### config.mk
export PLATFORM = sky130hd
export DESIGN_NAME = arb4_rr_ctrl
export DESIGN_NICKNAME = d
export VERILOG_FILES = /design/src/rtl/arb_pkg.sv /design/src/rtl/prio_enc4.sv /design/src/rtl/arb4_rr_ctrl.sv
export SDC_FILE = /design/constraint.sdc
export NUM_CORES = 1
export LEC_CHECK = 0
export ABC_AREA = 1
export CELL_PAD_IN_SITES_DETAIL_PLACEMENT = 0
export CELL_PAD_IN_SITES_GLOBAL_PLACEMENT = 1
export CORE_MARGIN = 5
export CORE_UTILIZATION = 40
export CTS_BUF_LIST = sky130_fd_sc_hd__clkbuf_4 sky130_fd_sc_hd__clkbuf_8
export CTS_CLUSTER_DIAMETER = 40
export DETAILED_ROUTE_END_ITERATION = 10
export HOLD_SLACK_MARGIN = 0.05
export PLACE_DENSITY = 0.87
export SYNTH_ARGS = -nofsm -noshare
export SYNTH_HDL_FRONTEND = slang
export SYNTH_HIERARCHICAL = 1
export SYNTH_SLANG_ARGS = --single-unit
export TNS_END_PERCENT = 50
### constraint.sdc
create_clock -name clk -period 2.87 [get_ports clk]
set_input_delay 0.574 -clock clk [delete_from_list [all_inputs] [get_ports clk]]
set_output_delay 0.574 -clock clk [all_outputs]
set_load 0.02 [all_outputs]
### src/rtl/arb_pkg.sv
// rtl/arb_pkg.sv - shared types and widths for the 4-requester arbiter
package arb_pkg;

    localparam int NREQ = 4;
    localparam int ID_W = 2;

    typedef enum logic {
        IDLE = 1'b0,
        BUSY = 1'b1
    } state_t;

endpackage

### src/rtl/prio_enc4.sv
// rtl/prio_enc4.sv - combinational 4-to-2 priority encoder, MSB highest
module prio_enc4
    import arb_pkg::*;
(
    input  logic [NREQ-1:0] in_vec,
    output logic [ID_W-1:0] idx,
    output logic            valid
);

    always_comb begin
        idx   = 2'd0;
        valid = 1'b1;
        casez (in_vec)
            4'b1???: idx = 2'd3;
            4'b01??: idx = 2'd2;
            4'b001?: idx = 2'd1;
            4'b0001: idx = 2'd0;
            default: valid = 1'b0;
        endcase
    end

endmodule

### src/rtl/arb4_rr_ctrl.sv
// rtl/arb4_rr_ctrl.sv - 4-requester arbiter, fixed or round-robin, with hold timeout
module arb4_rr_ctrl
    import arb_pkg::*;
#(
    parameter int MAX_HOLD = 8
) (
    input  logic            clk,
    input  logic            rst_n,
    input  logic [NREQ-1:0] req,
    input  logic            rr_en,
    output logic [NREQ-1:0] gnt,
    output logic [ID_W-1:0] gnt_id,
    output logic            gnt_valid
);

    localparam logic [7:0] HOLD_LAST = 8'(MAX_HOLD - 1);

    state_t          state;
    logic [7:0]      hold_cnt;
    logic [ID_W-1:0] ptr;

    logic            owner_req;
    logic            timeout;
    logic [NREQ-1:0] others;
    logic [NREQ-1:0] cand;
    logic [ID_W-1:0] off;
    logic [7:0]      dbl_sh;
    logic [NREQ-1:0] rot;
    logic [NREQ-1:0] rev;
    logic [NREQ-1:0] enc_in;
    logic [ID_W-1:0] enc_idx;
    logic            enc_valid;
    logic [ID_W-1:0] win_id;
    logic [NREQ-1:0] win_onehot;

    always_comb begin
        owner_req = req[gnt_id];
        timeout   = (hold_cnt == HOLD_LAST);
        others    = req & ~gnt;
        // On a timeout with competitors the owner is excluded; otherwise req is used as-is.
        cand      = (state == BUSY && owner_req && others != 4'b0000) ? others : req;
        off       = ptr + 2'd1;
        dbl_sh    = {cand, cand} >> off;
        rot       = dbl_sh[3:0];
        rev       = {rot[0], rot[1], rot[2], rot[3]};
        enc_in    = rr_en ? rev : cand;
    end

    prio_enc4 u_enc (
        .in_vec (enc_in),
        .idx    (enc_idx),
        .valid  (enc_valid)
    );

    // Reversed encoding picks the lowest rotated index; undo the reversal and rotation.
    always_comb begin
        win_id     = rr_en ? ((2'd3 - enc_idx) + off) : enc_idx;
        win_onehot = 4'b0001 << win_id;
    end

    always_ff @(posedge clk) begin
        if (!rst_n) begin
            state     <= IDLE;
            gnt       <= 4'b0000;
            gnt_id    <= 2'd0;
            gnt_valid <= 1'b0;
            hold_cnt  <= 8'd0;
            ptr       <= 2'd3;
        end else begin
            case (state)
                IDLE: begin
                    if (enc_valid) begin
                        state     <= BUSY;
                        gnt       <= win_onehot;
                        gnt_id    <= win_id;
                        gnt_valid <= 1'b1;
                        hold_cnt  <= 8'd0;
                        ptr       <= win_id;
                    end
                end
                BUSY: begin
                    if ((!owner_req && enc_valid) || (owner_req && timeout)) begin
                        state     <= BUSY;
                        gnt       <= win_onehot;
                        gnt_id    <= win_id;
                        gnt_valid <= 1'b1;
                        hold_cnt  <= 8'd0;
                        ptr       <= win_id;
                    end else if (!owner_req) begin
                        state     <= IDLE;
                        gnt       <= 4'b0000;
                        gnt_valid <= 1'b0;
                        hold_cnt  <= 8'd0;
                    end else begin
                        hold_cnt  <= hold_cnt + 8'd1;
                    end
                end
                default: state <= IDLE;
            endcase
        end
    end

endmodule
Yosys cells after proc, flatten, opt, wreduce, memory -nomap -nowiden --
Cells that the tools add are included.
Word-level totals: register bits 18, input bits 7, bits in latches 0, memory bits (read-only) 0, output and inout bits 7, memory bits (writable) 0, memories 0, logic and storage cells 59
Cells by class: equality and inequality tests 7, reductions and logical operators 10, $add $sub $neg 4, div/mod/pow operators 0, muxes and demuxes 26, bitwise gates (word level) 3, order comparisons 1, shifts and indexed selects 2, multipliers 0
Operators with widths (number):
- 8-bit 2-to-1 mux | 3
- 4-bit 2-to-1 mux | 5
- 8-bit case mux with 2 select lines | 1
- 8-bit by 1-bit adder with 8-bit output (second input constant) | 1
- 8-bit by 3-bit == test with 1-bit output (second input constant) | 1
- 1-bit 2-to-1 mux | 8
- 4-bit case mux with 2 select lines | 1
- 8-bit by 2-bit right shift with 4-bit output | 1
- 2-bit 2-to-1 mux | 3
- 2-bit case mux with 3 select lines | 1
- 4-bit AND | 1
- 4-bit by 1-bit == test with 1-bit output (second input constant) | 1
- 1-bit logical AND | 4
- 4-bit inverter | 1
- 1-bit case mux with 2 select lines | 2
- 2-bit case mux with 2 select lines | 1
- 2-bit AND reduction | 2
- 4-bit nonzero test | 1
- 4-bit OR reduction | 1
- 1-bit by 2-bit << shifter with 4-bit output (first input constant) | 1
- 3-bit by 1-bit == test with 1-bit output (second input constant) | 1
- 2-bit by 3-bit less-than comparator with 1-bit output (second input constant) | 1
- 3-bit by 2-bit inequality test with 1-bit output (second input constant) | 1
- 2-bit by 1-bit adder with 2-bit output (second input constant) | 1
- other kinds (9) | 9

Longest topological paths before layout --
Gate-level depths: netlist of run 1.
depth after elaboration 15, mapped depth 24

By module --
The synthesis of run 1 kept the hierarchy.
Modules (own cells, without submodules):
- arb4_rr_ctrl | sequential area each 360.3 µm², area an instance 1159.9 µm², cells an instance 180, times used 1
- prio_enc4 | sequential area each 0.0 µm², area an instance 32.5 µm², cells an instance 8, times used 1

Worst setup path after synthesis of run 1 --
OpenSTA, ideal clock, no wires.
kind input to register, start point in req[3], end point reg ptr[0], buffers on the path 0, required time 2736 ps, setup slack 331 ps, arrival time 2405 ps, library setup time 134 ps, cell stages on the path 21, path through inv_1 nand2_1 nand3_1 nand2_1 nand3_1 nand2_1 nand3_1 nand2_1 nand2_1 nand3_1 nand2_1 inv_1 nand2_1 nand2_1 inv_1 ha_1 or2_2 o21ai_0 inv_1 nand2_1 o211ai_1
Between the ends: word-level cells in the longest chain between the ends 14, elaborated cells between the ends (all ways) 28
RTL lines:
- from (decl) | line arb4_rr_ctrl.sv:9 | input logic [NREQ-1:0] req,
- 1-bit binary-select mux with 2-bit select | line arb4_rr_ctrl.sv:37 | owner_req = req[gnt_id];
- 1-bit 2-to-1 mux (not written as such) | line arb4_rr_ctrl.sv:37
- 1-bit logical AND (2 in a row) | line arb4_rr_ctrl.sv:41 | cand = (state == BUSY && owner_req && others != 4'b0000) ? others : req;
- 4-bit 2-to-1 mux (*) | line arb4_rr_ctrl.sv:41
- 8-bit by 2-bit right shift with 4-bit output | line arb4_rr_ctrl.sv:43 | dbl_sh = {cand, cand} >> off;
- 4-bit 2-to-1 mux (*) | line arb4_rr_ctrl.sv:46 | enc_in = rr_en ? rev : cand;
- via enc_in[2] | line arb4_rr_ctrl.sv:30 | logic [NREQ-1:0] enc_in;
- 3-bit by 1-bit == test with 1-bit output or 2-bit by 1-bit == test with 1-bit output (tied branches) | line prio_enc4.sv:13 | casez (in_vec)
- 2-bit case mux with 3 select lines (*) | line prio_enc4.sv:13
- via enc_idx[0] | line arb4_rr_ctrl.sv:31 | logic [ID_W-1:0] enc_idx;
- 2-bit subtractor | line arb4_rr_ctrl.sv:57 | win_id = rr_en ? ((2'd3 - enc_idx) + off) : enc_idx;
- 2-bit adder | line arb4_rr_ctrl.sv:57
- 2-bit 2-to-1 mux (*) | line arb4_rr_ctrl.sv:57
- 2-bit 2-to-1 mux, on equally long branches | line arb4_rr_ctrl.sv:82, arb4_rr_ctrl.sv:72
- 2-bit case mux with 2 select lines (*) | line arb4_rr_ctrl.sv:70 | case (state)
- to (signal assigned) | line arb4_rr_ctrl.sv:78 | ptr <= win_id;
- to (signal assigned) | line arb4_rr_ctrl.sv:88 | ptr <= win_id;
- to (decl) | line arb4_rr_ctrl.sv:20 | logic [ID_W-1:0] ptr;
Mark *: on every way through the listed nets, which the timed path passes. The rest lies on a longest branch. The select of a mux whose other input is x is not followed. A chain may end at the register's enable or synchronous reset.

Worst setup path in the final report of run 1 --
start point in req[0], end point reg gnt[1]
Between the ends: word-level cells in the longest chain between the ends 15, elaborated cells between the ends (all ways) 29
RTL lines:
- 1-bit binary-select mux with 2-bit select | line arb4_rr_ctrl.sv:37
- 1-bit 2-to-1 mux (not written as such) | line arb4_rr_ctrl.sv:37
- 1-bit logical AND (2 in a row) | line arb4_rr_ctrl.sv:41
- 4-bit 2-to-1 mux (*) | line arb4_rr_ctrl.sv:41
- 8-bit by 2-bit right shift with 4-bit output | line arb4_rr_ctrl.sv:43
- 4-bit 2-to-1 mux (*) | line arb4_rr_ctrl.sv:46
- via enc_in[2] | line arb4_rr_ctrl.sv:30
- 3-bit by 1-bit == test with 1-bit output or 2-bit by 1-bit == test with 1-bit output (tied branches) | line prio_enc4.sv:13
- 2-bit case mux with 3 select lines (*) | line prio_enc4.sv:13
- via enc_idx[0] | line arb4_rr_ctrl.sv:31
- 2-bit subtractor | line arb4_rr_ctrl.sv:57
- 2-bit adder | line arb4_rr_ctrl.sv:57
- 2-bit 2-to-1 mux (*) | line arb4_rr_ctrl.sv:57
- 1-bit by 2-bit << shifter with 4-bit output (*) | line arb4_rr_ctrl.sv:58 | win_onehot = 4'b0001 << win_id;
- 4-bit 2-to-1 mux, on equally long branches | line arb4_rr_ctrl.sv:82, arb4_rr_ctrl.sv:72
- 4-bit case mux with 2 select lines (*) | line arb4_rr_ctrl.sv:70
- to (signal assigned) | line arb4_rr_ctrl.sv:74 | gnt <= win_onehot;
- to (signal assigned) | line arb4_rr_ctrl.sv:84 | gnt <= win_onehot;
- to (decl) | line arb4_rr_ctrl.sv:11 | output logic [NREQ-1:0] gnt,
Marked as above.

==> out/metrics.csv, run 1 <==
metric;value;unit
status;complete, no violations;
vdd_ir_drop_max;491;uV
numCtsBuffers;3;
start_kind;input pin;
final.setup.tns;0;ns
rr_startpoint;gnt_id[0]$_SDFFE_PN0P_;
rows;19;
critical_path.reg2reg.endpoint;gnt[1]$_SDFFE_PN0P_;
slew_headroom;0.673;
detail_route.drc_violations;0;
n_fill_cell;296;
cpMaxStageDelayCell;sky130_fd_sc_hd__or2_2;
global_route_wire_length_before_repair;4890;um
netlist.area_leader.share;0.302;
holdBufCountCts;0;
area_growth;29.9;%
synthesis.area;1190;um2
critPathMaxFanout;4;
ys.flop_type;sky130_fd_sc_hd__dfxtp_1;
cts-root-buf;sky130_fd_sc_hd__clkbuf_4;
pwr_density_cell;872;nW/um2
core_region_area;2810;um2
timing.clock.skew;0.000974;ns
clock_tree.buffer_depth;2;
report.final.hold_viol_count;0;
share_seq_of_total_power;0.274;
syn_inst;188;
grtUsageTotal;0.144;
synth-seq-area-share;0.302;
clk_latency;0.29;ns
overflow;0;
postSynthAreaPerCell;6.34;um2
timing.final.max_slew_violations;0;
share_clk_of_total_power;0.114;
crit_start;req[0];
totalWireLength;2800;um
chipWidth;64.6;um
floorplan.die_area;4170;um2
asyncSetResetFlopFracSynth;0;
path_clk_slew;0.10;ns
critPathCapture;gnt[1]$_SDFFE_PN0P_;
r2r.worst_path.cells;21;
io_pins;14;
die_height;64.6;um
switching_share;0.453;
postRouteAntennaNets;0;
dpl.hpwl;2240;um
synthDistinctLibCells;31;
grt_start_max_net_pins;11;
synth_top_cells_by_area;sky130_fd_sc_hd__dfxtp_1, sky130_fd_sc_hd__nand2_1, sky130_fd_sc_hd__inv_1;
antenna-diode-count;0;
arrival_time_worst_endpoint;2.85;ns
cpLargestDelayFamily;simple AND/OR/NAND/NOR gates;
internal_power;739;uW
cp_num_cells;22;
switching_power;612;uW
drv_cap;0;
finalWorstPathRequiredPeriod;2.68;ns
dp_cells;245;
final-setup-viol-count;0;
timing.critical_path.cells;dlygate4sd2_1, inv_1, nand2_1, nand3b_1, nand2_2, nand3_4, nand2_2, nand3_1, nand2_1, nand2_1, nand3_1, nand2_1, inv_1, nand2_1, nand2_1, inv_1, ha_1, or2_2, o21ai_2, inv_2, nand3_1, o22ai_1;
worstPathRequired;3.04;ns
cp.buffers_inverters;5;
critical_path.endpoint_type;flip-flop;
worst_slew_pin_slew;0.491;ns
setup.reg_to_reg.worst_slack;0.29;ns
synth.yosys.warnings;6;
static-leakage-power;0.000742;uW
criticalPathCategory;in2reg;
drt_first_iter_violations;83;
clock_sinks;18;
cp_slowest_stage_delay;0.30;ns
post-synth-top-count-cell;sky130_fd_sc_hd__nand2_1;
num_vias;1224;
routedWlPerCell;11.2;um
synth_top_cells_by_count;sky130_fd_sc_hd__nand2_1, sky130_fd_sc_hd__inv_1, sky130_fd_sc_hd__dfxtp_1, sky130_fd_sc_hd__nand3_1, sky130_fd_sc_hd__nor2_1;
worst_hold_path_type;reg2reg;
globalplace.congestion;0.858;
period_share;0.934;
drive_above_1_share;0.228;
worst_path_most_repeated_cell;sky130_fd_sc_hd__nand2_1;
synth_seq_cells;18;
post-synth-top-area-cell;sky130_fd_sc_hd__dfxtp_1;
timing.fmax;373;MHz
utilization;0.552;
design.final.nets;229;
drt_pass1_iterations;4;
antenna_violations_before_repair;0;
tritoncts_clock_tree;done;
comb_pwr_share;0.612;
grt_pass1_vias;1184;
number_of_synthesized_flops_with_an_enable_pin;0;
clock_tree.htree_level_count;1;
layout.cells.non_filler;250;
synth_fp_nets;197;
initial_core_utilization;0.425;
placement.io_buffers;13;
via_per_inst;4.90;
what timing repair did:
| action | in CTS | in global routing |
|---|---|---|
| hold endpoints to repair | 0 | 0 |
| endpoints found under the setup margin | 8 | 11 |
| setup buffers | 1 | 0 |
| cloned | 0 | 0 |
| pin swaps | 3 | 1 |
| gates resized for setup | 13 | 8 |
kinds of logic (layout without fill, tap and decap cells):
group / Yosys count / in the layout / synth area share
AOI/OAI and AO/OA: 17 / 17 / 0.0881
DFF: 18 / 18 / 0.302
buffers and inverters: 35 / 66 / 0.116
adders and majority gates: 2 / 2 / 0.0210
xor gates and xnor gates: 4 / 4 / 0.0483
and+or+nand+nor: 112 / 112 / 0.424
stage by stage:
stage	hold slack [ns]	worst slack [ns]	power, uW	instance area [um2]
2_1_floorplan	0.461	0.331	882	1190
3_3_place_gp	0.466	-0.425	1140	1460
3_5_place_dp	0.473	-0.484	1150	1460
4_1_cts	0.493	0.159	1330	1520
5_1_grt	0.520	-0.00691	1470	1550
6_report	0.491	0.189	1350	1550
power by group through the flow:
stage	clock network, uW	registers (uW)	logic (uW)
after floorplan	0	398	484
after global placement	0	374	765
after detailed placement	0	377	776
after CTS	159	371	804
after global routing	172	383	918
final	153	370	827
final cells by class:
| type | instances | area (um2) | area share |
|---|---|---|---|
| flip-flops and latches | 18 | 360 | 0.233 |
| multi-input cells | 135 | 747 | 0.482 |
| clock buffers | 4 | 36.3 | 0.0234 |
| inverters | 33 | 124 | 0.0800 |
| well taps | 31 | 38.8 | 0.0250 |
| repair buffers | 29 | 243 | 0.157 |
metal layers:
metal | wire length (um) | GRT usage | vias to the layer above | share of wire
li1 | - | - | 651 | -
met1 | 1220 | 0.163 | 556 | 0.44
met2 | 1480 | 0.276 | 13 | 0.53
met3 | 63 | 0.0242 | 4 | 0.023
met4 | 27 | 0.0396 | 0 | 0.0097
met5 | 0 | 0 | - | 0
worst min path at each step:
| stage | to | cells after the start | start | slack (ns) |
|---|---|---|---|---|
| finish | gnt_valid$_SDFFE_PN0P_ | 2 | gnt_valid$_SDFFE_PN0P_ | 0.49 |
| CTS | gnt_valid$_SDFFE_PN0P_ | 2 | gnt_valid$_SDFFE_PN0P_ | 0.49 |
| global placement | gnt_valid$_SDFFE_PN0P_ | 2 | gnt_valid$_SDFFE_PN0P_ | 0.47 |
| detailed placement | gnt_valid$_SDFFE_PN0P_ | 2 | gnt_valid$_SDFFE_PN0P_ | 0.47 |
| floorplan | hold_cnt[1]$_SDFFE_PN0P_ | 2 | hold_cnt[1]$_SDFFE_PN0P_ | 0.46 |
| global route | hold_cnt[1]$_SDFFE_PN0P_ | 2 | hold_cnt[1]$_SDFFE_PN0P_ | 0.52 |
worst register-to-register path: cells and delay by family, from the launching register on:
family	cells	cell delay, ns
AND/OR/NAND/NOR	14	1.39
flip-flops	1	0.40
buffers and inverters	4	0.25
adder cells (fa/ha/maj)	1	0.25
AO/OA/AOI/OAI	2	0.18
layout by cell type, fill, tap and decap left out, types with 2 or more instances in the layout:
cell,instances
sky130_fd_sc_hd__nand2_1,58
sky130_fd_sc_hd__inv_1,30
sky130_fd_sc_hd__dfxtp_1,18
sky130_fd_sc_hd__nand3_1,16
sky130_fd_sc_hd__buf_4,16
sky130_fd_sc_hd__nor2_1,12
sky130_fd_sc_hd__clkdlybuf4s50_1,9
sky130_fd_sc_hd__nand2_2,8
sky130_fd_sc_hd__a21oi_1,7
sky130_fd_sc_hd__nor3_1,4
sky130_fd_sc_hd__nor2_2,3
sky130_fd_sc_hd__inv_2,3
sky130_fd_sc_hd__o21ai_0,3
sky130_fd_sc_hd__clkbuf_4,3
sky130_fd_sc_hd__o21ai_2,2
sky130_fd_sc_hd__nand3_2,2
sky130_fd_sc_hd__o22ai_1,2
sky130_fd_sc_hd__ha_1,2
sky130_fd_sc_hd__dlygate4sd2_1,2
registers in the layout (all words and copies together) (netlist names):
register,cells
hold_cnt,8
gnt,4
gnt_id,2
ptr,2
gnt_valid,1
state,1
(Power assumes the default switching activity.)
==> inputs of run 2 (changes only) <==
Settings changed: CORE_MARGIN 5 to default.
==> run 2 against run 1 <==
Worst setup slack better by 0.021 ns. Wire length up 2.7%. Clock skew about the same. Die area down 23%. Critical path depth unchanged. Final cell count down 0.40%. Register-to-register slack better by 0.02 ns. Utilization up 0.25 points. Sequential share of layout area up 0.094 points.
==> out/metrics.csv, run 2 (same netlist as run 1, synthesis figures left out) <==
metric;value;unit;change
antenna_violations_before_repair;0;;unchanged
status;complete, no violations;;
detail_route.drc_violations;0;;unchanged
layout_commonest_cell;sky130_fd_sc_hd__nand2_1;;
pwr_density_cell;866;nW/um2;-0.76%
dpl.hpwl;2230;um;-0.62%
worst_hold_path_type;reg2reg;;
critical_path.endpoint_type;flip-flop;;
placement.io_buffers;13;;unchanged
area_growth;29.4;%;
holdBufCountCts;0;;unchanged
arrival_time_worst_endpoint;2.84;ns;about the same
layout.cell_area.non_filler;1540;um2;-0.40%
totalWireLength;2870;um;+2.7%
vdd_ir_drop_max;651;uV;+33%
clock_tree.buffer_depth;2;;unchanged
floorplan.die_area;3200;um2;-23%
fin_total_pwr;1340;uW;-1.2%
worst_hold_path.num_cells;2;;unchanged
initial_core_utilization;0.429;;+0.00363
cp_slowest_stage_delay;0.30;ns;about the same
placed_cell_area;1460;um2;+0.34%
routedWlPerCell;11.5;um;+3.1%
timing.clock.skew;0.00115;ns;+0.000175 ns
grt_pass1_vias;1148;;-3.0%
report.final.hold_viol_count;0;;unchanged
clock_sinks;18;;unchanged
final-setup-viol-count;0;;unchanged
chipWidth;56.6;um;-12%
drt_first_iter_violations;20;;-76%
cpMaxStageDelayCell;sky130_fd_sc_hd__or2_2;;
largest_register;hold_cnt;;
globalplace.congestion;0.943;;+10%
rr_startpoint;gnt_id[0]$_SDFFE_PN0P_;;
rows;19;;unchanged
path_clk_slew;0.10;ns;about the same
final_cell_mix;sky130_fd_sc_hd__nand2_1, sky130_fd_sc_hd__inv_1, sky130_fd_sc_hd__dfxtp_1;;
clk_latency;0.29;ns;about the same
worst_slew_pin_slew;0.350;ns;-0.141 ns
cts-root-buf;sky130_fd_sc_hd__clkbuf_4;;
core_region_area;2780;um2;-0.85%
crit_start;req[3];;
design.final.nets;229;;unchanged
max_ffs_per_register;8;;unchanged
r2r.worst_path.cells;21;;unchanged
num_vias;1236;;+0.98%
period_share;0.927;;-0.00719
criticalPathCategory;in2reg;;
critPathMaxFanout;4;;unchanged
final.setup.tns;0;ns;unchanged
drt_pass1_iterations;4;;unchanged
slew_headroom;0.766;;+0.0935
drive_above_1_share;0.248;;+0.0194
timing.fmax;376;MHz;+0.78%
drv_cap;0;;unchanged
worst_path_most_repeated_cell;sky130_fd_sc_hd__nand2_1;;
clock_tree.htree_level_count;1;;unchanged
start_kind;input pin;;
grt_start_max_net_pins;11;;unchanged
global_route_wire_length_before_repair;4890;um;unchanged
via_per_inst;4.96;;+1.4%
leading_registers_by_flop_count;hold_cnt x8, gnt x4;;
timing.final.max_slew_violations;0;;unchanged
antenna-diode-count;0;;unchanged
die_height;56.6;um;-12%
grtUsageTotal;0.191;;+0.0467
tritoncts_clock_tree;done;;
worstPathRequired;3.04;ns;about the same
numCtsBuffers;3;;unchanged
io_pins;14;;unchanged
overflow;0;;unchanged
timing.critical_path.cells;dlygate4sd2_1, nand2_1, nand2_1, inv_1, nand2_1, nand3_4, nand2_2, nand3_1, nand2_2, nand2_1, nand3_1, nand2_1, inv_1, nand2_1, nand2_2, inv_1, ha_1, or2_2, o21ai_2, inv_1, nand3_1, o22ai_1;;
finalWorstPathRequiredPeriod;2.66;ns;-0.0206 ns
postRouteAntennaNets;0;;unchanged
static-leakage-power;0.000736;uW;-0.83%
hold_path.startpoint;gnt_valid$_SDFFE_PN0P_;;
==> run 2: changes by cell type in the layout (fill, tap and decap cells not counted), sizes merged <==
cell	delta
clkbuf	+1
clkdlybuf4s15	-1
dlygate4sd2	-1
==> run 2: layout make-up <==
| class | count | area (um2) |
|---|---|---|
| timing repair buffer | 29 | 246 |
| multi-input combinational | 135 | 751 |
| clock buffer | 3 | 22.5 |
| sequential | 18 | 360 |
| fill | 269 | 1240 |
| inverter | 33 | 124 |
| tap | 31 | 38.8 |
==> run 2: per-stage QoR <==
step	utilization	worst slack [ns]	hold WS (ns)	instances
2_1_floorplan	-	0.331	0.461	188
3_3_place_gp	0.526	-0.399	0.466	244
3_5_place_dp	0.526	-0.467	0.480	244
4_1_cts	0.546	0.147	0.498	249
5_1_grt	0.555	-0.000103	0.538	249
6_report	0.555	0.209	0.491	249
==> run 2: worst paths after layout <==
path / endpoint / slack (ns)
max: gnt[1]$_SDFFE_PN0P_ / 0.21
min: gnt_valid$_SDFFE_PN0P_ / 0.49
max reg2reg: gnt[1]$_SDFFE_PN0P_ / 0.31
min reg2reg: gnt_valid$_SDFFE_PN0P_ / 0.49
==> run 2: routing by layer <==
layer | global-route usage | wire length (um) | vias up | share of wire
li1 | - | - | 648 | -
met1 | 0.255 | 1360 | 576 | 0.47
met2 | 0.319 | 1460 | 10 | 0.51
met3 | 0.0207 | 41 | 2 | 0.014
met4 | 0.0627 | 16 | 0 | 0.0056
met5 | 0 | 0 | - | 0
==> run 2: repair_timing <==
action                                  CTS  global route
endpoints found under the setup margin    7            13
pin swaps                                 2             3
setup buffers                             2             0
gates resized for setup                  12            15
==> run 2: power breakdown <==
group / internal, uW / switching [uW]
Combinational: 362 / 482
Sequential: 308 / 61.0
Clock: 48.8 / 73.7
Total: 719 / 616
==> run 2: critical path, delay by kind of cell <==
kind | cells | cell delay [ns]
adder cells (fa/ha/maj) | 1 | 0.25
AO/OA/AOI/OAI | 2 | 0.16
buffers and inverters | 5 | 0.47
AND/OR/NAND/NOR | 14 | 1.37
==> inputs of run 3 (changes only) <==
Settings changed: CORE_UTILIZATION 40 to 38, CTS_BUF_LIST sky130_fd_sc_hd__clkbuf_4 sky130_fd_sc_hd__clkbuf_8 to default, PLACE_DENSITY 0.87 to 0.84.
==> run 3 against run 2 <==
Worst hold slack got worse by 0.0014 ns. Highest routed layer unchanged. Largest power group unchanged. Non-clock buffer count increased by 1. Largest cell class unchanged. Worst setup slack improved by 0.011 ns. Final area fell by 0.73%. Die area increased by 5.1%.
==> out/metrics.csv, run 3 (same netlist as run 1, synthesis figures left out) <==
metric;value;unit;change
postRouteAntennaNets;0;;unchanged
multi_input_area;724;um2;-3.5%
totalWireLength;2740;um;-4.5%
worst_slack;0.221;ns;+0.0112 ns
drive_above_1_share;0.223;;-0.0250
largest_register;hold_cnt;;
antenna_violations_before_repair;0;;unchanged
layout.cells.non_filler;251;;+0.80%
grt_start_max_net_pins;11;;unchanged
antenna-diode-count;0;;unchanged
drt_first_iter_violations;46;;+130%
static-leakage-power;0.000742;uW;+0.87%
global_route_wire_length_before_repair;4750;um;-2.8%
status;complete, no violations;;
clk_latency;0.30;ns;about the same
leading_registers_by_flop_count;hold_cnt x8, gnt x4;;
via_per_inst;4.92;;-0.88%
max_ffs_per_register;8;;unchanged
vdd_ir_drop_max;510;uV;-22%
floorplan.die_area;3370;um2;+5.1%
initial_core_utilization;0.418;;-0.0107
routedWlPerCell;10.9;um;-5.2%
final_cell_mix;sky130_fd_sc_hd__nand2_1, sky130_fd_sc_hd__inv_1, sky130_fd_sc_hd__dfxtp_1;;
clock_sinks;18;;unchanged
dp_cells;247;;+1.2%
die_height;58.0;um;+2.5%
holdBufCountCts;0;;unchanged
critPathMaxFanout;4;;unchanged
timing.clock.skew;0.00581;ns;+0.00466 ns
clock_tree.htree_level_count;1;;unchanged
drt_pass1_iterations;4;;unchanged
period_share;0.923;;-0.00392
core_region_area;2850;um2;+2.6%
pwr_density_cell;875;nW/um2;+1.1%
layout_commonest_cell;sky130_fd_sc_hd__nand2_1;;
criticalPathCategory;in2reg;;
design.final.nets;230;;+0.44%
worst_hold_path_type;reg2reg;;
grt_pass1_vias;1137;;-0.96%
start_kind;input pin;;
chipWidth;58.0;um;+2.5%
grtUsageTotal;0.182;;-0.00857
placement.io_buffers;13;;unchanged
numCtsBuffers;3;;unchanged
timing.final.max_slew_violations;0;;unchanged
io_pins;14;;unchanged
detail_route.drc_violations;0;;unchanged
clock_tree.buffer_depth;2;;unchanged
slew_headroom;0.663;;-0.103
timing.fmax;377;MHz;+0.42%
timing.critical_path.cells;clkdlybuf4s15_1, nand2_1, nand2_1, inv_1, nand2_1, nand3_4, nand2_2, nand3_1, nand2_1, nand2_1, nand3_1, nand2_1, inv_1, nand2_1, nand2_1, inv_1, ha_1, inv_1, nand2_2, nand3_2, xor2_2, inv_1, nand2_1, o22ai_1;;
tritoncts_clock_tree;done;;
dpl.hpwl;2210;um;-0.74%
drv_cap;0;;unchanged
n_fill_cell;299;;+11%
register_area;360;um2;unchanged
worst_path_most_repeated_cell;sky130_fd_sc_hd__nand2_1;;
worstPathRequired;3.04;ns;about the same
num_vias;1235;;-0.081%
cp_slowest_stage_delay;0.27;ns;-0.03 ns
report.final.hold_viol_count;0;;unchanged
pre_cts_slack;-0.416;ns;+0.0510 ns
final-setup-viol-count;0;;unchanged
cts_setup_buffers;0;;-2
rows;19;;unchanged
critical_path.endpoint_type;flip-flop;;
finalWorstPathRequiredPeriod;2.65;ns;-0.0112 ns
overflow;0;;unchanged
path_clk_slew;0.10;ns;about the same
globalplace.congestion;0.868;;-8.0%
arrival_time_worst_endpoint;2.82;ns;-0.02 ns
worst_slew_pin_slew;0.505;ns;+0.155 ns
cpMaxStageDelayCell;sky130_fd_sc_hd__xor2_2;;
area_growth;28.4;%;
cts-root-buf;sky130_fd_sc_hd__clkbuf_4;;
run 3: changes by cell type in the layout (fill, tap and decap cells not counted), moves of 2 or more:
cell,delta
sky130_fd_sc_hd__buf_4,+2
sky130_fd_sc_hd__nand2_1,+3
sky130_fd_sc_hd__clkdlybuf4s15_1,+2
sky130_fd_sc_hd__nor2_2,-2
sky130_fd_sc_hd__nor2_1,+2
sky130_fd_sc_hd__nand2_2,-3
run 3: worst paths after layout:
path                            depth (start not counted)                     end  slack, ns              startpoint
worst min register to register                          2  gnt_valid$_SDFFE_PN0P_       0.49  gnt_valid$_SDFFE_PN0P_
worst min-delay path                                    2  gnt_valid$_SDFFE_PN0P_       0.49  gnt_valid$_SDFFE_PN0P_
worst max register to register                         23     gnt[0]$_SDFFE_PN0P_       0.31  gnt_id[0]$_SDFFE_PN0P_
worst max-delay path                                   24     gnt[0]$_SDFFE_PN0P_       0.22                  req[0]
run 3: power by group:
group / switching (uW) / total, uW / internal (uW)
clock network: 80.3 / 158 / 77.4
logic: 462 / 810 / 349
registers: 64.9 / 373 / 308
total: 607 / 1340 / 734
run 3: repair_timing:
item	CTS	global route
pin swaps	1	0
gates cloned	0	0
resized for setup	10	10
endpoints found under the setup margin	6	9
run 3: layout make-up:
cell class                 count  share of cell area
multi-input combinational    135               0.473
tap                           31              0.0253
sequential                    18               0.235
inverter                      33              0.0809
clock buffer                   4              0.0237
timing repair buffer          30               0.162
run 3: worst max-delay path: cells and delay by family:
family	cells	cell delay, ns
AO/OA/AOI/OAI	1	0.07
adder cells (fa/ha/maj)	1	0.19
XOR/XNOR	1	0.27
buffers and inverters	6	0.52
AND/OR/NAND/NOR	15	1.20
run 3: routing by layer:
| layer | global-route usage | up-vias | part of all wire |
|---|---|---|---|
| li1 | - | 655 | - |
| met3 | 0.0335 | 5 | 0.026 |
| met5 | 0 | - | 0 |
| met4 | 0.0748 | 0 | 0.017 |
| met2 | 0.299 | 17 | 0.48 |
| met1 | 0.235 | 558 | 0.48 |
run 3: per-stage QoR:
step	util	instance area, um2	power [uW]	setup TNS [ns]	hold WS (ns)
after global routing	0.537	1530	1450	-0.0173	0.529
after CTS	0.533	1520	1330	0	0.496
after global placement	0.517	1470	1150	-3.92	0.465
after detailed placement	0.517	1470	1160	-4.20	0.477
final	0.537	1530	1340	0	0.489
after floorplan	-	1190	882	0	0.461
